===== src/rtl/cpu_pkg.sv =====
// Shared types and constants for the RV32 core memory path.
// Imported by the arbiter and its priority picker.
package cpu_pkg;

  typedef enum logic {
    IDLE = 1'b0,
    WAIT = 1'b1
  } state_e;

  typedef enum logic {
    FETCH = 1'b0,
    DATA  = 1'b1
  } owner_e;

  localparam logic [2:0] FUNCT3_WORD = 3'b010;
  localparam logic [1:0] STREAK_CAP  = 2'd2;

  localparam logic [6:0] OPC_LOAD   = 7'b0000011;
  localparam logic [6:0] OPC_STORE  = 7'b0100011;
  localparam logic [6:0] OPC_OP_IMM = 7'b0010011;
  localparam logic [6:0] OPC_OP     = 7'b0110011;
  localparam logic [6:0] OPC_LUI    = 7'b0110111;
  localparam logic [6:0] OPC_AUIPC  = 7'b0010111;
  localparam logic [6:0] OPC_JAL    = 7'b1101111;
  localparam logic [6:0] OPC_JALR   = 7'b1100111;
  localparam logic [6:0] OPC_BRANCH = 7'b1100011;
  localparam logic [6:0] OPC_SYSTEM = 7'b1110011;

endpackage


===== src/rtl/mem_arbiter_arb_pick.sv =====
// Fetch/data priority pick with a streak-based fairness override.
// Data normally wins; a fetch starved for two data grants wins next.
module arb_pick
  import cpu_pkg::*;
(
  input  logic       en,
  input  logic       if_req,
  input  logic       d_req,
  input  logic [1:0] streak,
  output logic       pick_f,
  output logic       pick_d
);

  logic fw;
  logic dw;

  assign fw = en & if_req & (~d_req | (streak == STREAK_CAP));
  assign dw = en & d_req & ~fw;

  always_comb begin
    pick_f = 1'b0;
    pick_d = 1'b0;
    unique case (1'b1)
      fw:      pick_f = 1'b1;
      dw:      pick_d = 1'b1;
      default: ;
    endcase
  end

endmodule


===== src/rtl/mem_arbiter.sv =====
// Single-port memory arbiter between instruction fetch and data access.
// Stores finish in their grant cycle; reads wait LAT cycles for data.
module mem_arbiter
  import cpu_pkg::*;
#(
  parameter int BITS = 32,
  parameter int LAT  = 1
) (
  input  logic            clk,
  input  logic            rst_n,
  input  logic            if_req,
  input  logic [BITS-1:0] if_addr,
  output logic            if_gnt,
  output logic            if_rvalid,
  output logic [BITS-1:0] if_rdata,
  input  logic            d_req,
  input  logic            d_we,
  input  logic [2:0]      d_funct3,
  input  logic [BITS-1:0] d_addr,
  input  logic [BITS-1:0] d_wdata,
  output logic            d_gnt,
  output logic            d_rvalid,
  output logic [BITS-1:0] d_rdata,
  output logic            m_en,
  output logic            m_we,
  output logic [2:0]      m_funct3,
  output logic [BITS-1:0] m_addr,
  output logic [BITS-1:0] m_wdata,
  input  logic [BITS-1:0] m_rdata,
  output logic            stall
);

  localparam logic [2:0] LAT_W = 3'(LAT);

  state_e     state_q;
  state_e     state_d;
  owner_e     owner_q;
  logic [2:0] cnt_q;
  logic [1:0] streak_q;
  logic       idle;
  logic       pick_f;
  logic       pick_d;
  logic       rd_go;
  logic       last;

  // Gating with rst_n keeps every grant low while reset is held.
  assign idle  = (state_q == IDLE) & rst_n;
  assign rd_go = pick_f | (pick_d & ~d_we);
  assign last  = (state_q == WAIT) & (cnt_q == 3'd1);

  arb_pick u_pick (
    .en     (idle),
    .if_req (if_req),
    .d_req  (d_req),
    .streak (streak_q),
    .pick_f (pick_f),
    .pick_d (pick_d)
  );

  always_ff @(posedge clk or negedge rst_n) begin
    if (!rst_n) begin
      state_q <= IDLE;
    end else begin
      state_q <= state_d;
    end
  end

  always_comb begin
    state_d = state_q;
    unique case (state_q)
      IDLE:    if (rd_go) state_d = WAIT;
      WAIT:    if (last) state_d = IDLE;
      default: state_d = IDLE;
    endcase
  end

  always_ff @(posedge clk or negedge rst_n) begin
    if (!rst_n) begin
      owner_q  <= FETCH;
      cnt_q    <= 3'd0;
      streak_q <= 2'd0;
    end else begin
      if (rd_go) begin
        owner_q <= pick_f ? FETCH : DATA;
        cnt_q   <= LAT_W;
      end else if (state_q == WAIT) begin
        cnt_q <= cnt_q - 3'd1;
      end
      if (!if_req || pick_f) begin
        streak_q <= 2'd0;
      end else if (pick_d && streak_q != 2'd3) begin
        streak_q <= streak_q + 2'd1;
      end
    end
  end

  always_comb begin
    if_gnt   = pick_f;
    d_gnt    = pick_d;
    m_en     = pick_f | pick_d;
    m_we     = pick_d & d_we;
    m_funct3 = 3'd0;
    m_addr   = '0;
    m_wdata  = '0;
    unique case (1'b1)
      pick_f: begin
        m_funct3 = FUNCT3_WORD;
        m_addr   = if_addr;
      end
      pick_d: begin
        m_funct3 = d_funct3;
        m_addr   = d_addr;
        m_wdata  = d_wdata;
      end
      default: ;
    endcase
    if_rvalid = last & (owner_q == FETCH);
    d_rvalid  = last & (owner_q == DATA);
    if_rdata  = if_rvalid ? m_rdata : '0;
    d_rdata   = d_rvalid ? m_rdata : '0;
    stall     = rst_n & ((if_req & ~if_gnt) | (d_req & ~d_gnt));
  end

endmodule

===== config.mk =====
export PLATFORM = sky130hd
export DESIGN_NAME = mem_arbiter
export DESIGN_NICKNAME = d
export VERILOG_FILES = /design/src/rtl/cpu_pkg.sv /design/src/rtl/mem_arbiter_arb_pick.sv /design/src/rtl/mem_arbiter.sv
export SDC_FILE = /design/constraint.sdc
export NUM_CORES = 1
export LEC_CHECK = 0
export ABC_AREA = 1
export CELL_PAD_IN_SITES_DETAIL_PLACEMENT = 1
export CELL_PAD_IN_SITES_GLOBAL_PLACEMENT = 1
export CORE_ASPECT_RATIO = 1.2
export CORE_MARGIN = 2
export CORE_UTILIZATION = 10
export CTS_CLUSTER_DIAMETER = 50
export DETAILED_ROUTE_END_ITERATION = 8
export GPL_TIMING_DRIVEN = 0
export PLACE_DENSITY_LB_ADDON = 0.1
export SYNTH_ARGS = -nofsm -noshare
export SYNTH_HDL_FRONTEND = slang
export SYNTH_SLANG_ARGS = --single-unit

===== constraint.sdc =====
create_clock -name clk -period 1.4 [get_ports clk]
set_input_delay 0.28 -clock clk [delete_from_list [all_inputs] [get_ports clk]]
set_output_delay 0.28 -clock clk [all_outputs]
set_load 0.02 [all_outputs]

-- Word-level counts from Yosys, hierarchy flattened
Index checks and enable logic that the tools add are counted.
- bits in registers: 7
- input port bits: 136
- output and inout port bits: 138
- add/sub/neg operators: 2
- eq/ne operators: 3
- multiplexer cells: 15
- bitwise gates (word level): 24
- reductions and logical operators: 5
- operator list (cell ; number):
    $mux 32 ; 3
    $pmux 32 s2 ; 1
    $and 1x1->1 ; 13
    $not 1->1 ; 7
    $mux 3 ; 2
    $pmux 3 s2 ; 1
    $mux 1 ; 5
    $mux 2 ; 2
    $or 1x1->1 ; 4
    $reduce_bool 2->1 ; 2
    $eq 3x1->1 const B ; 1
    $sub 3x1->3 const B ; 1
    $add 2x1->2 const B ; 1
    $eq 2x2->1 const B ; 1
    $ne 2x2->1 const B ; 1
    $pmux 1 s2 ; 1
    $logic_and 1x1->1 ; 1
    $logic_not 1->1 ; 1
    $logic_or 1x1->1 ; 1

-- Longest topological paths before layout
Gate-level depths: netlist of run 1.
- depth after elaboration: 11
- mapped depth: 10

-- Cells and area by module
Synthesis of run 1 repeated with hierarchy kept, for this count alone.
- cells, all modules: 352
- area, all modules: 1621.6 µm²
- modules (own cells, without submodules) (module ; instances ; cells each ; area each (µm²)):
    mem_arbiter ; 1 ; 344 ; 1580.3
    arb_pick ; 1 ; 8 ; 41.3

-- Least setup slack after synthesis of run 1
OpenSTA, ideal clock, no wires.
- path kind: reg2out
- from: register cnt_q[1]
- to: output d_rdata[10]
- arrival time: 1580 ps
- slack: -460 ps
- cell stages (with the launch flop): 8
- path through: dfrtp_1 > inv_1 > ha_1 > nand3_1 > nor2_1 > inv_2 > buf_6 > nor2_1
- word-level cells in the longest chain between the ends: 4
- RTL lines (what ; RTL line ; text):
    start: declaration ; mem_arbiter.sv:38 ; logic [2:0] cnt_q;
    start signal: assignment ; mem_arbiter.sv:87 ; cnt_q <= cnt_q - 3'd1;
    $eq 3x1->1 ; mem_arbiter.sv:49 ; assign last = (state_q == WAIT) & (cnt_q == 3'd1);
    $and 1x1->1 ; mem_arbiter.sv:49 ;
    $and 1x1->1 ; mem_arbiter.sv:118 ; d_rvalid = last & (owner_q == DATA);
    via d_rvalid ; mem_arbiter.sv:22 ; output logic d_rvalid,
    $mux 32 ; mem_arbiter.sv:120 ; d_rdata = d_rvalid ? m_rdata : '0;
    end: declaration ; mem_arbiter.sv:23 ; output logic [BITS-1:0] d_rdata,
The timed path passes the listed nets, and every way through them passes these cells.

-- Worst setup path after layout of run 1
- from: register streak_q[0]
- to: output m_addr[30]
- word-level cells in the longest chain between the ends: 7
- elaborated cells between the ends (all ways): 8
- classes of those cells: eq/ne: 1; mux: 3; bitwise: 4
- RTL lines (what ; RTL line ; text):
    start: declaration ; mem_arbiter.sv:39 ; logic [1:0] streak_q;
    start signal: assignment ; mem_arbiter.sv:92 ; streak_q <= streak_q + 2'd1;
    $eq 2x2->1 (*) ; mem_arbiter_arb_pick.sv:17 ; assign fw = en & if_req & (~d_req | (streak == STREAK_CAP));
    $or 1x1->1 (*) ; mem_arbiter_arb_pick.sv:17 ;
    $and 1x1->1 (*) ; mem_arbiter_arb_pick.sv:17 ;
    $not 1->1 ; mem_arbiter_arb_pick.sv:18 ; assign dw = en & d_req & ~fw;
    $and 1x1->1 ; mem_arbiter_arb_pick.sv:18 ;
    $mux 1 ; mem_arbiter_arb_pick.sv:23 ; unique case (1'b1)
    $pmux 32 s2 (*) ; mem_arbiter.sv:105 ; unique case (1'b1)
    end: declaration ; mem_arbiter.sv:27 ; output logic [BITS-1:0] m_addr,
Every way passes the cells marked *; elsewhere a longest branch is shown, timed or not.

==> metrics.yaml, run 1 <==
outcome: "complete, but fails checks"
failed_checks: "setup timing"
fmax_ghz: 0.498
routed_via_density: 3.79
die_w_microns: 120
postPlaceCellArea_sq_mm: 0.00536
n_fill_cell: 1782
clk_pin_slew_ns: 0.04
cts.sinks: 7
drc: 0
setup_viol: 142
vias: 3338
numCtsBuffers: 3
htree_levels: 1
rr_startpoint: "streak_q[0]$_DFFE_PN0P_"
met1Wirelength_microns: 4150
core-area_sq_mm: 0.0157
worstPathRequired_ns: 1.12
syn-num-nets: 482
syn_area_sq_mm: 0.00162
drt_iter0_drc: 39
rows: 50
clk_latency_ns: 0.23
relSlewSlack_pct: 75.9
drive_above_1_share_pct: 61.5
io_pins: 274
min_period_ns: 2.01
cts_tree: "done"
drv_cap: 0
synth_top_area_cell: "nand2_1"
grt_first_pass_wirelength_microns: 19300
worstHoldStart: "cnt_q[2]$_DFFE_PN0P_"
power.leakage_nw: 3.32
cp.arrival_ns: 1.73
min_path_type: "flip-flop to flip-flop"
yosysWarnings: 0
grt_use_total_pct: 14.2
ys_top_cells_by_area: "nand2_1, nor2_1, inv_1, dfrtp_1, buf_6"
synth_ff_type: "dfrtp_1"
worstMarginPinSlew_ns: 0.360
yosysUniqueCellTypes: 19
clock_path_buffers: 2
place_inst: 823
ant_nets: 0
min_to: "cnt_q[2]$_DFFE_PN0P_"
ys_top_cells_by_count: "nand2_1, nor2_1, inv_1"
finalHoldViolations: 0
dpl.hpwl_microns: 9860
ys_seq_elements: 7
area_delta_synth_final_pct: 324
fin_cells: 881
irDropWorstVdd_mv: 0.339
nNetsFinal: 813
die_y_microns: 143
drtPass1Iterations: 4
met3_length_microns: 1380
met2WireLength_microns: 7540
routabilityCongestion: 0.730
powerDensity_mw_per_mm2: 937
endpoint_kind: "primary output"
rsz0062_at_grt: "yes"
cp_max_fo: 6
cts-root-buf: "clkbuf_16"
setup_ws_ns: -0.606
wl_per_cell_microns: 14.9
final_util_pct: 43.6
critPathLaunchType: "flip-flop"
async_flop_share_pct: 100
min_period_over_period_pct: 143
antenna_found_initial: 0
grt_start_max_net_pins: 11
synth-edff-count: 0
avgSynthCellArea_sq_um: 4.72
holdPathStages: 2
ys_seq_area_share_pct: 10.8
yosys.area.top_type_share_pct: 26.3
rrSetupSlack_ns: -0.10
first_global_vias: 3623
reg2regPathDepth: 10
initial_core_util_pct: 10.3
portBuffers: 273
die_area_sq_mm: 0.0172
synth_most_common_cell: "nand2_1"
finalInstanceArea_sq_mm: 0.00685
finClkSkew_ns: 0.00320
rr_endpoint: "cnt_q[0]$_DFFE_PN0P_"
top_layer: "met4"
final_max_slew_viol_count: 0
critical_path_class: "flip-flop to primary output"
synth_cells: 342
overflow: 0
wirelength_microns: 13100
==> state kept, by name, summed over array words and instances (netlist names) <==
signal,count
cnt_q,3
streak_q,2
owner_q,1
state_q,1
==> stage by stage <==
step / hold slack [ns] / power (mW) / worst slack [ns] / setup TNS [ns]
after floorplan: -0.0156 / 2.64 / -0.251 / -23.88
after detailed placement: 0.535 / 4.34 / -1.68 / -162.34
after global routing: 0.602 / 6.79 / -0.673 / -79.85
after CTS: 0.539 / 6.07 / -0.604 / -70.03
after global placement: 0.522 / 4.28 / -1.62 / -156.33
final: 0.560 / 6.42 / -0.606 / -69.88
==> what timing repair did <==
item	CTS	global route
buffers inserted	25	22
hold buffers	1	0
endpoints found under the setup margin	145	145
gates resized for setup	921	90
gates cloned	11	2
hold endpoints to repair	7	0
pin swaps	14	16
==> power breakdown <==
part	internal (mW)	total, mW	switching [mW]
registers	0.282	0.347	0.0648
logic	2.86	5.59	2.73
clock network	0.379	0.487	0.108
==> worst max-delay path by stage <==
stage / startpoint / to / cells past startpoint
2_1_floorplan: cnt_q[1]$_DFFE_PN0P_ / d_rdata[10] / 7
3_3_place_gp: rst_n / m_addr[5] / 9
3_5_place_dp: rst_n / m_addr[17] / 9
4_1_cts: streak_q[0]$_DFFE_PN0P_ / m_addr[20] / 11
5_1_grt: streak_q[0]$_DFFE_PN0P_ / m_addr[7] / 11
6_report: streak_q[0]$_DFFE_PN0P_ / m_addr[30] / 11
==> per-layer routing <==
| metal | vias to the layer above | global-route usage, % |
|---|---|---|
| li1 | 1612 | - |
| met1 | 1536 | 14.1 |
| met2 | 188 | 28.7 |
| met3 | 2 | 4.63 |
| met4 | 0 | 2.11 |
| met5 | - | 0 |
==> critical path, stage by stage (launching register included) <==
cell,delay (ns)
dfrtp_1,0.40
inv_2,0.09
ha_4,0.12
inv_2,0.03
nand2_2,0.07
nand3_4,0.12
buf_12,0.19
inv_12,0.08
clkbuf_16,0.15
nand2_1,0.06
nand2_2,0.07
buf_6,0.11
==> final cells by class <==
type	count	area (sq um)	area share [%]
timing repair buffer	326	3580	52.2
timing repair inverter	1	16.3	0.237
clock buffer	4	78.8	1.15
sequential	7	175	2.56
buffer	15	262	3.82
inverter	83	357	5.20
multi-input combinational	236	2130	31.0
antenna	1	2.50	0.0365
tap	208	260	3.80
==> cells in the final DEF, fill, tap and decap left out, types with 2 or more instances in the layout <==
cell / n
buf_4: 37
a21oi_2: 3
clkbuf_16: 5
nor2_2: 4
nand2_2: 53
inv_8: 2
nand3_4: 2
inv_1: 74
buf_12: 18
ha_4: 2
nor2_1: 13
buf_6: 134
clkdlybuf4s50_1: 133
nand3_1: 2
inv_12: 3
inv_2: 3
nand2_4: 38
buf_16: 6
nand2_1: 23
dfrtp_1: 7
nor2_4: 86
buf_8: 8
ha_1: 2
inv_4: 2
==> kinds of logic after synthesis <==
| logic type | after synthesis | synth area share, % |
|---|---|---|
| buffers and inverters | 99 | 28.4 |
| AO/OA/AOI/OAI | 7 | 2.17 |
| flip-flops | 7 | 10.8 |
| AND/OR/NAND/NOR | 224 | 54.9 |
| adder cells (fa/ha/maj) | 4 | 3.10 |
| XOR/XNOR | 1 | 0.542 |
Power figures use the tool's default switching activity.
==> run 2: changes to the inputs <==
GPL_ROUTABILITY_DRIVEN = 0   (was unset)
==> results of run 2 <==
The final DEF is identical to that of run 1; final timing and power are the same.
==> run 3: changes to the inputs <==
TNS_END_PERCENT = 5   (was unset)
==> run 3 against run 2 <==
Net effect: wire length shrank 16%; highest routed layer unchanged; design area shrank 22%; die area is the same; largest cell class unchanged; fmax grew 0.20%; the run ends with hold timing, setup timing left; critical path depth grew 1; via count shrank 8.6%; sequential share of layout area grew 0.72 points; clock power is essentially flat.
==> metrics.yaml, run 3 (synthesis results as in run 1) <==
drt_iter0_drc: 43  # +10%
critPathLaunchType: "flip-flop"
vias: 3051  # -8.6%
relSlewSlack_pct: 82.5  # +6.6 points
dpl.hpwl_microns: 9330  # -5.4%
critical_path_class: "flip-flop to primary output"
seqCellArea_sq_um: 176  # +0.71%
worstPathRequired_ns: 1.12  # about the same
clk_pin_slew_ns: 0.04  # about the same
rrSetupSlack_ns: -0.15  # -0.05 ns
multi_input_area_sq_mm: 0.00141  # -34%
irDropWorstVdd_mv: 0.379  # +12%
final_util_pct: 34.2  # -9.4 points
wirelength_microns: 11100  # -16%
initial_core_util_pct: 10.3  # unchanged
grt_first_pass_wirelength_microns: 16300  # -16%
place_inst: 823  # unchanged
cts_tree: "done"
setup_ws_ns: -0.602  # +0.00398 ns
antenna_found_initial: 0  # unchanged
reg2regPathDepth: 11  # +1
first_global_vias: 3149  # -13%
cp_max_fo: 6  # unchanged
final_common_cell: "clkdlybuf4s50_1"
slowest_stage: "dfrtp_1"
area_delta_synth_final_pct: 233
fin_cells: 845  # -4.1%
power.leakage_nw: 2.75  # -17%
endpoint_kind: "primary output"
nNetsFinal: 778  # -4.3%
postPlaceCellArea_sq_mm: 0.00480  # -10%
htree_levels: 1  # unchanged
min_period_over_period_pct: 143  # -0.28 points
wl_per_cell_microns: 13.1  # -12%
cp_cell_sequence: "inv_2 > ha_4 > inv_2 > nand2_2 > nand3_4 > nand2_8 > clkinv_8 > buf_8 > buf_6 > nand2_4 > nand2_2 > buf_6"
rr_endpoint: "state_q$_DFF_PN0_"
io_pins: 274  # unchanged
final_cell_mix: "clkdlybuf4s50_1, buf_6, nand2_1, inv_1, buf_4"
die_area_sq_mm: 0.0172  # unchanged
overflow: 0  # unchanged
n_fill_cell: 1942  # +9.0%
clk_latency_ns: 0.23  # about the same
numCtsBuffers: 3  # unchanged
cp.arrival_ns: 1.72  # about the same
portBuffers: 273  # unchanged
failed_checks: "hold timing, setup timing"
powerDensity_mw_per_mm2: 898  # -4.1%
whs_ns: -0.00152  # -0.562 ns
grt_use_total_pct: 11.7  # -2.5 points
rsz0062_at_grt: "yes"
drv_cap: 0  # unchanged
die_w_microns: 120  # unchanged
die_y_microns: 143  # unchanged
min_path_type: "input pin to asynchronous set/reset pin"
final_max_slew_viol_count: 0  # unchanged
max_stage_delay_ns: 0.39  # about the same
tns_ns: -64.18  # +5.69 ns
fmax_ghz: 0.499  # +0.20%
finClkSkew_ns: 0.00168  # -0.00152 ns
diodes: 0  # -1
grt_start_max_net_pins: 11  # unchanged
drc: 0  # unchanged
rows: 50  # unchanged
rr_startpoint: "streak_q[0]$_DFFE_PN0P_"
worstMarginPinSlew_ns: 0.263  # -0.0973 ns
ant_nets: 0  # unchanged
reg_top3: "cnt_q (3), streak_q (2)"
outcome: "complete, but fails checks"
setup_viol: 142  # unchanged
routed_via_density: 3.61  # -4.7%
finalInstanceArea_sq_mm: 0.00538  # -22%
finalHoldViolations: 3  # +3
top_register: "cnt_q"
core-area_sq_mm: 0.0157  # unchanged
min_period_ns: 2.00  # -0.00398 ns
drive_above_1_share_pct: 45.2  # -16 points
clock_path_buffers: 2  # unchanged
largest_reg_flops: 3  # unchanged
drtPass1Iterations: 3  # -1
cts.sinks: 7  # unchanged
cts-root-buf: "clkbuf_16"
-- run 3: changes by cell type in the layout (fill, tap and decap cells not counted), moves of 21 or more --
cell,before,now
nand2_2,53,18
buf_6,134,98
buf_4,37,58
nor2_2,4,51
nor2_4,86,20
nand2_1,23,90
nand2_4,38,6
-- run 3: worst max-delay path by stage --
| stage | cells after the start | end | start |
|---|---|---|---|
| after floorplan | 8 | m_funct3[0] | streak_q[0]$_DFFE_PN0P_ |
| after global placement | 9 | m_addr[12] | rst_n |
| after detailed placement | 9 | m_addr[12] | rst_n |
| after CTS | 11 | m_addr[31] | streak_q[0]$_DFFE_PN0P_ |
| after global routing | 12 | m_addr[27] | streak_q[0]$_DFFE_PN0P_ |
| final | 12 | m_addr[27] | streak_q[0]$_DFFE_PN0P_ |
-- run 3: cell type report --
class	instances	share of cell area, %
sequential	7	3.28
tap	208	4.84
timing repair buffer	290	54.2
buffer	16	3.79
inverter	83	6.26
clock buffer	4	1.47
multi-input combinational	237	26.2
-- run 3: per-layer routing --
layer / vias up / share of wire [%] / wire length (microns) / global-route usage, %
met5: - / 0 / 0 / 0
met4: 0 / 1.9 / 208 / 2.11
met3: 12 / 9.2 / 1020 / 3.87
met2: 156 / 56 / 6220 / 23.6
met1: 1347 / 33 / 3640 / 11.5
li1: 1536 / - / - / -
-- run 3: timing repair --
item,in CTS,in global routing
hold endpoints to repair,0,0
setup endpoints to repair,145,145
cloned,1,2
pin swaps,4,9
setup buffers,8,7
hold buffers,0,0
gates resized for setup,774,99
-- run 3: where the power goes --
part / total (mW) / internal [mW] / switching (mW)
Clock: 0.487 / 0.379 / 0.108
Sequential: 0.351 / 0.286 / 0.0656
Combinational: 3.99 / 1.90 / 2.10
-- run 3: metrics by stage --
| step | worst slack, ns | power [mW] |
|---|---|---|
| floorplan | -0.252 | 2.18 |
| global placement | -1.58 | 3.83 |
| detailed placement | -1.58 | 3.86 |
| CTS | -0.601 | 4.54 |
| global route | -0.695 | 5.16 |
| finish | -0.602 | 4.83 |
-- run 3: critical path: cells and delay by family (launching register included) --
| family | cells | cell delay, ns |
|---|---|---|
| buffers and inverters | 6 | 0.55 |
| adders and majority gates | 1 | 0.12 |
| DFF | 1 | 0.39 |
| and+or+nand+nor | 5 | 0.41 |
